--- config.mk ---
export PLATFORM = sky130hd
export DESIGN_NAME = hazard_ctrl
export DESIGN_NICKNAME = d
export VERILOG_FILES = /design/src/rtl/pipe_pkg.sv /design/src/rtl/hazard_sb_stage.sv /design/src/rtl/hazard_ctrl.sv
export SDC_FILE = /design/constraint.sdc
export NUM_CORES = 1
export LEC_CHECK = 0
export CAP_MARGIN = 20
export CORE_UTILIZATION = 42
export CTS_BUF_LIST = sky130_fd_sc_hd__clkbuf_16
export CTS_CLUSTER_DIAMETER = 200
export CTS_CLUSTER_SIZE = 12
export DETAILED_ROUTE_END_ITERATION = 10
export GPL_TIMING_DRIVEN = 0
export HOLD_SLACK_MARGIN = 0.05
export PLACE_DENSITY_LB_ADDON = 0.15
export SKIP_LAST_GASP = 1
export SLEW_MARGIN = 20
export SYNTH_ARGS = -nofsm -noshare
export SYNTH_HDL_FRONTEND = slang
export SYNTH_SLANG_ARGS = --single-unit
export TNS_END_PERCENT = 1
--- constraint.sdc ---
create_clock -name clk -period 2.95 [get_ports clk]
set_input_delay 0.885 -clock clk [delete_from_list [all_inputs] [get_ports clk]]
set_output_delay 0.885 -clock clk [all_outputs]
set_load 0.05 [all_outputs]
--- src/rtl/pipe_pkg.sv ---
// Shared types for the five-stage pipeline sequencing controller.
package pipe_pkg;

  // Operand source selected for an ID-stage register read.
  typedef enum logic [1:0] {
    FWD_RF  = 2'd0,
    FWD_EX  = 2'd1,
    FWD_MEM = 2'd2,
    FWD_WB  = 2'd3
  } fwd_sel_t;

  // ebreak drain-and-halt sequencing.
  typedef enum logic [1:0] {
    HS_RUN   = 2'd0,
    HS_DRAIN = 2'd1,
    HS_HALT  = 2'd2
  } halt_state_t;

  // One shadow-pipeline slot: what the instruction in that stage will do.
  typedef struct packed {
    logic       vld;
    logic [4:0] rd;
    logic       wb;
    logic       load;
    logic       mem;
  } sb_entry_t;

  localparam logic [4:0] REG_ZERO = 5'd0;

  // A stage can supply src when it will write a non-zero register equal to src.
  function automatic logic fwd_hit(input sb_entry_t e, input logic [4:0] src);
    return e.vld & e.wb & (e.rd == src) & (src != REG_ZERO);
  endfunction

endpackage

--- src/rtl/hazard_sb_stage.sv ---
// One shadow-pipeline stage register: holds, takes a bubble, or loads the
// entry from the previous stage. Only the valid bit is reset; the payload is
// meaningless while vld is low.
module hazard_sb_stage
  import pipe_pkg::*;
(
  input  logic      clk,
  input  logic      rst_n,
  input  logic      i_hold,
  input  logic      i_bubble,
  input  sb_entry_t i_d,
  output sb_entry_t o_q
);

  logic       r_vld;
  logic [4:0] r_rd;
  logic       r_wb;
  logic       r_load;
  logic       r_mem;

  // Valid bit: cleared by reset or a bubble, frozen while held.
  always_ff @(posedge clk or negedge rst_n) begin
    if (!rst_n) begin
      r_vld <= 1'b0;
    end else if (!i_hold) begin
      r_vld <= i_d.vld & ~i_bubble;
    end
  end

  // Payload follows the upstream entry whenever the stage advances.
  always_ff @(posedge clk) begin
    if (!i_hold) begin
      r_rd   <= i_d.rd;
      r_wb   <= i_d.wb;
      r_load <= i_d.load;
      r_mem  <= i_d.mem;
    end
  end

  assign o_q = {r_vld, r_rd, r_wb, r_load, r_mem};

endmodule

--- src/rtl/hazard_ctrl.sv ---
// Pipeline sequencing controller for the IF/ID/EX/MEM/WB core: shadow
// pipeline of in-flight destinations, stall/flush/bubble generation,
// operand forwarding selects, MEM handshake and ebreak drain-and-halt.
module hazard_ctrl
  import pipe_pkg::*;
(
  input  logic       clk,
  input  logic       rst_n,
  input  logic       id_valid,
  input  logic [4:0] id_rs1,
  input  logic [4:0] id_rs2,
  input  logic       id_rs1_used,
  input  logic       id_rs2_used,
  input  logic [4:0] id_rd,
  input  logic       id_wb_en,
  input  logic       id_load_en,
  input  logic       id_store_en,
  input  logic       id_ebreak,
  input  logic       ex_redirect,
  input  logic       lsu_ack,
  output logic       if_stall,
  output logic       id_stall,
  output logic       ex_stall,
  output logic       mem_stall,
  output logic       if_flush,
  output logic       ex_bubble,
  output logic       wb_bubble,
  output fwd_sel_t   fwd_rs1_sel,
  output fwd_sel_t   fwd_rs2_sel,
  output logic       lsu_req,
  output logic       halted
);

  sb_entry_t   w_id_entry;
  sb_entry_t   w_ex;
  sb_entry_t   w_mem;
  sb_entry_t   w_wb;
  logic        w_mem_wait;
  logic        w_redirect;
  logic        w_load_use;
  logic        w_ex_bubble_in;
  halt_state_t r_state;
  halt_state_t w_state_nxt;

  // First older stage able to supply the operand wins; a load still in EX
  // has no result yet and is skipped (the load-use stall covers it).
  function automatic fwd_sel_t pick_fwd(input logic used, input logic [4:0] src,
                                        input sb_entry_t ex, input sb_entry_t mem,
                                        input sb_entry_t wb);
    if (!used)                          return FWD_RF;
    if (fwd_hit(ex, src) && !ex.load)   return FWD_EX;
    if (fwd_hit(mem, src))              return FWD_MEM;
    if (fwd_hit(wb, src))               return FWD_WB;
    return FWD_RF;
  endfunction

  assign lsu_req    = w_mem.vld & w_mem.mem;
  assign w_mem_wait = lsu_req & ~lsu_ack;
  assign w_redirect = ex_redirect & ~w_mem_wait;
  assign w_load_use = id_valid & w_ex.vld & w_ex.load & (w_ex.rd != REG_ZERO) &
                      ((id_rs1_used & (id_rs1 == w_ex.rd)) |
                       (id_rs2_used & (id_rs2 == w_ex.rd)));

  assign fwd_rs1_sel = pick_fwd(id_rs1_used, id_rs1, w_ex, w_mem, w_wb);
  assign fwd_rs2_sel = pick_fwd(id_rs2_used, id_rs2, w_ex, w_mem, w_wb);
  assign halted      = (r_state == HS_HALT);

  // Stage control and halt FSM next state, highest priority first.
  always_comb begin
    if_stall    = 1'b0;
    id_stall    = 1'b0;
    ex_stall    = 1'b0;
    mem_stall   = 1'b0;
    if_flush    = 1'b0;
    ex_bubble   = 1'b0;
    wb_bubble   = 1'b0;
    w_state_nxt = r_state;
    if (w_mem_wait) begin
      if_stall  = 1'b1;
      id_stall  = 1'b1;
      ex_stall  = 1'b1;
      mem_stall = 1'b1;
      wb_bubble = 1'b1;
    end else if (r_state == HS_HALT) begin
      if_stall  = 1'b1;
      id_stall  = 1'b1;
      ex_stall  = 1'b1;
      mem_stall = 1'b1;
    end else if (w_redirect) begin
      if_flush  = 1'b1;
      ex_bubble = 1'b1;
      // An older branch was taken: the ebreak being drained was wrong-path.
      if (r_state == HS_DRAIN) w_state_nxt = HS_RUN;
    end else if (r_state == HS_DRAIN) begin
      if_stall  = 1'b1;
      id_stall  = 1'b1;
      ex_bubble = 1'b1;
      if (!w_ex.vld && !w_mem.vld && !w_wb.vld) w_state_nxt = HS_HALT;
    end else if (w_load_use) begin
      if_stall  = 1'b1;
      id_stall  = 1'b1;
      ex_bubble = 1'b1;
    end else if (id_valid && id_ebreak) begin
      w_state_nxt = HS_DRAIN;
    end
  end

  // Halt FSM state register.
  always_ff @(posedge clk or negedge rst_n) begin
    if (!rst_n) r_state <= HS_RUN;
    else        r_state <= w_state_nxt;
  end

  // The ebreak itself has no architectural effect, so it enters EX as a
  // bubble; the drain only waits for the older instructions.
  assign w_id_entry     = {id_valid, id_rd, id_wb_en, id_load_en, id_load_en | id_store_en};
  assign w_ex_bubble_in = ex_bubble | ~id_valid | id_ebreak;

  hazard_sb_stage u_sb_ex (
    .clk      (clk),
    .rst_n    (rst_n),
    .i_hold   (ex_stall),
    .i_bubble (w_ex_bubble_in),
    .i_d      (w_id_entry),
    .o_q      (w_ex)
  );

  hazard_sb_stage u_sb_mem (
    .clk      (clk),
    .rst_n    (rst_n),
    .i_hold   (mem_stall),
    .i_bubble (1'b0),
    .i_d      (w_ex),
    .o_q      (w_mem)
  );

  hazard_sb_stage u_sb_wb (
    .clk      (clk),
    .rst_n    (rst_n),
    .i_hold   (1'b0),
    .i_bubble (wb_bubble),
    .i_d      (w_mem),
    .o_q      (w_wb)
  );

endmodule

# --- Yosys cells after proc, flatten, opt, wreduce, memory -nomap -nowiden ---
# Index checks and enable logic that the tools add are counted.
op_classes:
  add_sub_neg: 0
  multipliers: 0
  div_mod_pow: 0
  n_lt_le_gt_ge: 0
  n_eq_ne: 13
  shift: 0
  muxes: 54
  bitwise: 36
  reduce_logical: 14
ops:
  columns: ["operator", "count"]
  rows:
  - ["2-to-1 mux 2 bit", 22]
  - ["== test 5 bit", 8]
  - ["2-to-1 mux 1 bit", 32]
  - ["AND 1 bit", 26]
  - ["nonzero test 5 bit", 3]
  - ["inverter 1 bit", 6]
  - ["AND reduction 6 bit", 1]
  - ["logical AND 1 bit", 5]
  - ["zero test 1 bit", 4]
  - ["!= test 2 x 1 -> 1 bit (second input constant)", 2]
  - ["bitwise OR 1 bit", 4]
  - ["!= test 3 x 2 -> 1 bit (second input constant)", 1]
  - ["== test 2 x 1 -> 1 bit (second input constant)", 1]
  - ["== test 2 bit (second input constant)", 1]
  - ["nonzero test 2 bit", 1]
word_totals:
  regBits: 26
  latchBits: 0
  mem_bits_rw: 0
  mem_bits_ro: 0
  input_bits: 26
  output_inout_bits: 13
  memories: 0

# --- Logic depth before layout (Yosys ltp) ---
depth:
  ltp_word: 15
  ltp_mapped: 7

# --- By module ---
# Synthesis repeated with hierarchy kept, for this count alone.
unflattened:
  hier_cells: 151
  area_unflattened_um2: 1699.1
modules_own_cells:
  columns: ["module", "instances", "cells_per_inst", "area_per_inst_um2", "seq_area_each_um2"]
  rows:
  - ["hazard_sb_stage", 3, 17, 317.8, 265.3]
  - ["hazard_ctrl", 1, 100, 745.7, 50.0]

# --- Worst setup path before layout ---
# OpenSTA, ideal clock, no wires.
synth_timing:
  path_kind: "input-to-output"
  from: "input port lsu_ack"
  to: "output port if_stall"
  arrival_time_ns: 3.740
  setup_slack_ns: -1.675
  cell_stages: 7
  path_buffers: 1
  path_cell_list: "nand3b_1 > inv_1 > nor2_2 > inv_2 > nor2_1 > a21oi_1 > buf_4"
synth_between:
  elab_chain_len: 7
synth_rtl:
  columns: ["item", "line", "text"]
  rows:
  - ["start: declaration", "hazard_ctrl.sv:20", "input logic lsu_ack,"]
  - ["inverter 1 bit *", "hazard_ctrl.sv:58", "assign w_mem_wait = lsu_req & ~lsu_ack;"]
  - ["AND 1 bit *", "hazard_ctrl.sv:58", null]
  - ["inverter 1 bit (no line)", null, null]
  - ["AND 1 bit", "hazard_ctrl.sv:59", "assign w_redirect = ex_redirect & ~w_mem_wait;"]
  - ["2-to-1 mux 1 bit (2 in a row)", null, null]
  - ["2-to-1 mux 1 bit *", null, null]
  - ["end: declaration", "hazard_ctrl.sv:21", "output logic if_stall,"]
# Every way passes the cells marked *; elsewhere a longest branch is shown, timed or not.

# --- Worst setup path in the final report ---
layout_timing:
  from: "input port id_rs1[2]"
  to: "output port fwd_rs1_sel[0]"
layout_between:
  elab_chain_len: 11
  elab_cells_between_ends: 27
  cone_classes: "eq/ne (3); mux (16); bitwise (6); reduce/logical (2)"
layout_rtl:
  columns: ["item", "line", "text"]
  rows:
  - ["start: declaration", "hazard_ctrl.sv:10", "input logic [4:0] id_rs1,"]
  - ["== test 5 bit", "pipe_pkg.sv:32", "return e.vld & e.wb & (e.rd == src) & (src != REG_ZERO);"]
  - ["AND 1 bit (2 in a row)", "pipe_pkg.sv:32", null]
  - ["2-to-1 mux 1 bit or logical AND 1 bit (tied branches)", "hazard_ctrl.sv:53, hazard_ctrl.sv:51", null]
  - ["2-to-1 mux 1 bit or 2-to-1 mux 2 bit (tied branches)", "hazard_ctrl.sv:53, hazard_ctrl.sv:51", null]
  - ["2-to-1 mux 1 bit or 2-to-1 mux 2 bit (tied branches)", "hazard_ctrl.sv:52", "if (fwd_hit(mem, src)) return FWD_MEM;"]
  - ["2-to-1 mux 1 bit or 2-to-1 mux 2 bit (tied branches)", "hazard_ctrl.sv:51, hazard_ctrl.sv:53", null]
  - ["2-to-1 mux 2 bit", "hazard_ctrl.sv:54", "return FWD_RF;"]
  - ["2-to-1 mux 2 bit", "hazard_ctrl.sv:53", "if (fwd_hit(wb, src)) return FWD_WB;"]
  - ["2-to-1 mux 2 bit *", "hazard_ctrl.sv:52", null]
  - ["2-to-1 mux 2 bit *", "hazard_ctrl.sv:51", "if (fwd_hit(ex, src) && !ex.load) return FWD_EX;"]
  - ["end: declaration", "hazard_ctrl.sv:28", "output fwd_sel_t fwd_rs1_sel,"]
# Every way passes the cells marked *; elsewhere a longest branch is shown, timed or not. The select of a mux whose other input is x is not followed.

==> flow_metrics.env <==
export IMPL_slew_headroom=0.668
export IMPL_cpPeakStageDelay_ns=0.52
export IMPL_globalRouteTotalUtil=0.215
export IMPL_drive_above_1_share=0.341
export IMPL_path_buf_inv=2
export IMPL_cp_num_cells=7
export IMPL_clkTransAtPathRegs_ns=0.06
export IMPL_hold_viol=0
export IMPL_cp_end_kind="output port"
export IMPL_period_share=1.07
export IMPL_num_rows=20
export IMPL_critPathLaunch="id_rs1[2]"
export IMPL_die_w_um=58.9
export IMPL_drc=0
export IMPL_synth_area_top_cells="edfxtp_1 (33%), xnor2_1 (13%), dfrtp_1 (9.2%)"
export IMPL_synth_net_count=151
export IMPL_rsz0062_at_grt="yes"
export IMPL_peakVddDrop_v=0.000813
export IMPL_numPlacedInstances=207
export IMPL_clockBufferDepth=2
export IMPL_r2r_end="r_state[0]$_DFFE_PN0P_"
export IMPL_setup_worst_path_start_class="primary input"
export IMPL_numCtsBuffers=3
export IMPL_synth_enable_flop_cells=15
export IMPL_die_area_mm2=0.00347
export IMPL_drt_antenna_violating_nets=0
export IMPL_synthDominantCellAreaShare=0.331
export IMPL_path_max_fanout=4
export IMPL_gp_congestion=0.864
export IMPL_fillers=243
export IMPL_pwr_density_cell_mw_per_mm2=998
export IMPL_worst_pin_slew_ns=0.497
export IMPL_area_growth_pct=52.1
export IMPL_worstSetupPathType="in -> out"
export IMPL_yosys_warnings=0
export IMPL_whs_ns=0.424
export IMPL_path_cells="buf_4 -> or4_4 -> nor2_4 -> nor4_4 -> nor2b_4 -> o21a_1 -> buf_6"
export IMPL_syn_area_per_cell_um2=10.9
export IMPL_ios=39
export IMPL_endpoint="fwd_rs1_sel[0]"
export IMPL_async_reset_ff_frac=0.192
export IMPL_r2r_setup_slack_ns=1.25
export IMPL_cap_viol_max_count=0
export IMPL_stdcell_area_mm2=0.00207
export IMPL_final_common_cell="xnor2_1"
export IMPL_grt_pass1_wl_mm=5.43
export IMPL_grt_overflow=0
export IMPL_dr_pass1_iters=4
export IMPL_clock_latency_ns=0.26
export IMPL_slew_violations=0
export IMPL_placed_cell_area_mm2=0.00184
export IMPL_tritoncts="built"
export IMPL_hold_class="reg -> reg"
export IMPL_fin_worst_skew_ns=0.00322
export IMPL_die_y_um=58.9
export IMPL_antennaDiodeCount=0
export IMPL_first_global_vias=1172
export IMPL_initial_core_util=0.446
export IMPL_cts_root_buffer="clkbuf_16"
export IMPL_synth_distinct_cells=35
export IMPL_status="complete, but fails checks"
export IMPL_ys_flop_type="edfxtp_1"
export IMPL_yosysSeqAreaShare=0.511
export IMPL_layout_setup_ws_ns=-0.192
export IMPL_final_cells=220
export IMPL_setup_viol=10
export IMPL_crit_arrival_ns=2.26
export IMPL_vias_per_cell=5.26
export IMPL_r2r_cells=8
export IMPL_grt_max_degree=17
export IMPL_antenna_found_initial=0
export IMPL_htreeDepth=1
export IMPL_io_buffers=38
export IMPL_drt_initial_drc_count=32
export IMPL_critical_path_top_delay_family="simple AND/OR/NAND/NOR gates"
export IMPL_layout_min_cycle_time_ns=3.14
export IMPL_slowest_stage="or4_4"
export IMPL_cts_sinks=26
export IMPL_netlist_instances=125
export IMPL_leakage_uw=0.000782
export IMPL_hold_buffers=0
export IMPL_routed_wl_mm=3.36
export IMPL_ys_ff_latch=26
export IMPL_fp_coreArea_mm2=0.00305
export IMPL_max_freq_ghz=0.318
export IMPL_synthesis_area_mm2=0.00136
export IMPL_num_vias=1158
export IMPL_timing_rr_start="u_sb_mem.r_vld$_DFFE_PN0N_"
export IMPL_wl_per_cell_um=15.3
export IMPL_layout_common_cells="xnor2_1 (18), clkdlybuf4s50_1 (15), edfxtp_1 (15)"
export IMPL_nNetsFinal=203
export IMPL_synth_top_area_cell="edfxtp_1"
export IMPL_violations="setup timing"
export IMPL_place_hpwl_mm=2.32
export IMPL_required_ns=2.07
## metrics by stage
stage                     worst slack (ns)  TNS [ns]  total power (uW)   util
after global placement               -1.39    -12.43              1590  0.601
after floorplan                     -0.624     -2.49              1340      -
final                               -0.192     -1.18              2070  0.678
after detailed placement             -1.47    -13.02              1610  0.601
after global routing                -0.249     -1.72              2170  0.678
after CTS                           -0.172     -1.14              2040  0.661
## registers in the layout, summed over array words and instances (netlist names)
| name | flops |
|---|---|
| u_sb_ex.r_wb | 1 |
| u_sb_wb.r_wb | 1 |
| u_sb_wb.r_vld | 1 |
| u_sb_mem.r_vld | 1 |
| u_sb_wb.r_rd | 5 |
| u_sb_ex.r_rd | 5 |
| u_sb_ex.r_load | 1 |
| u_sb_mem.r_wb | 1 |
| u_sb_ex.r_mem | 1 |
| u_sb_mem.r_rd | 5 |
| u_sb_mem.r_mem | 1 |
| r_state | 2 |
| u_sb_ex.r_vld | 1 |
## cells in the mapped netlist, types with 3 or more instances
cell and n:
dfrtp_1 5, xnor2_1 20, and2_1 3, nor2_1 8, a21oi_1 3, edfxtp_1 15
nand3_1 5, nand4_1 4, nor3_1 7, or4_1 3, dfxtp_1 6, nand2_1 7
inv_1 3, xor2_1 10
## per-layer routing
metal	track usage	share of wire
met1	0.293	0.44
met2	0.334	0.48
met3	0.0352	0.058
met4	0.105	0.021
met5	0	0
## power by group
group          internal [uW]  leakage [uW]  total (uW)  switching, uW
Combinational            387      0.000474         955            567
Sequential               573      0.000257         722            148
Clock                    270     0.0000511         389            119
## worst min-delay path by stage
| stage | slack, ns | cells past startpoint | end | startpoint |
|---|---|---|---|---|
| after floorplan | 0.37 | 0 | u_sb_wb.r_wb$_DFF_P_ | u_sb_mem.r_wb$_DFFE_PN_ |
| after global routing | 0.44 | 0 | u_sb_wb.r_wb$_DFF_P_ | u_sb_mem.r_wb$_DFFE_PN_ |
| after global placement | 0.40 | 0 | u_sb_wb.r_wb$_DFF_P_ | u_sb_mem.r_wb$_DFFE_PN_ |
| after CTS | 0.43 | 0 | u_sb_wb.r_wb$_DFF_P_ | u_sb_mem.r_wb$_DFFE_PN_ |
| final | 0.42 | 0 | u_sb_wb.r_wb$_DFF_P_ | u_sb_mem.r_wb$_DFFE_PN_ |
| after detailed placement | 0.41 | 0 | u_sb_wb.r_wb$_DFF_P_ | u_sb_mem.r_wb$_DFFE_PN_ |
## logic make-up (layout without fill, tap and decap cells)
kind of cell / count (synthesis) / in the layout / share of synthesized area
simple gates: 48 / 48 / 0.189
xor+xnor: 30 / 30 / 0.193
flops: 26 / 26 / 0.511
compound gates: 15 / 15 / 0.0846
buf+inv: 6 / 57 / 0.0221
## cell type report
type,count,area (um^2),area share
inverters,4,23.8,0.0115
plain buffers,2,18.8,0.00906
well taps,44,55.1,0.0266
multi-input cells,93,763,0.369
clock buffers,3,75.1,0.0363
flip-flops and latches,26,696,0.336
repair buffers,47,409,0.198
clock inverters,1,30.0,0.0145
## repair_timing
action                     CTS  global route
setup endpoints to repair   11            10
buffers inserted             8             1
cloned                       0             0
pin swaps                   17             6
gates resized for setup    118            12
Power figures use the tool's default switching activity.
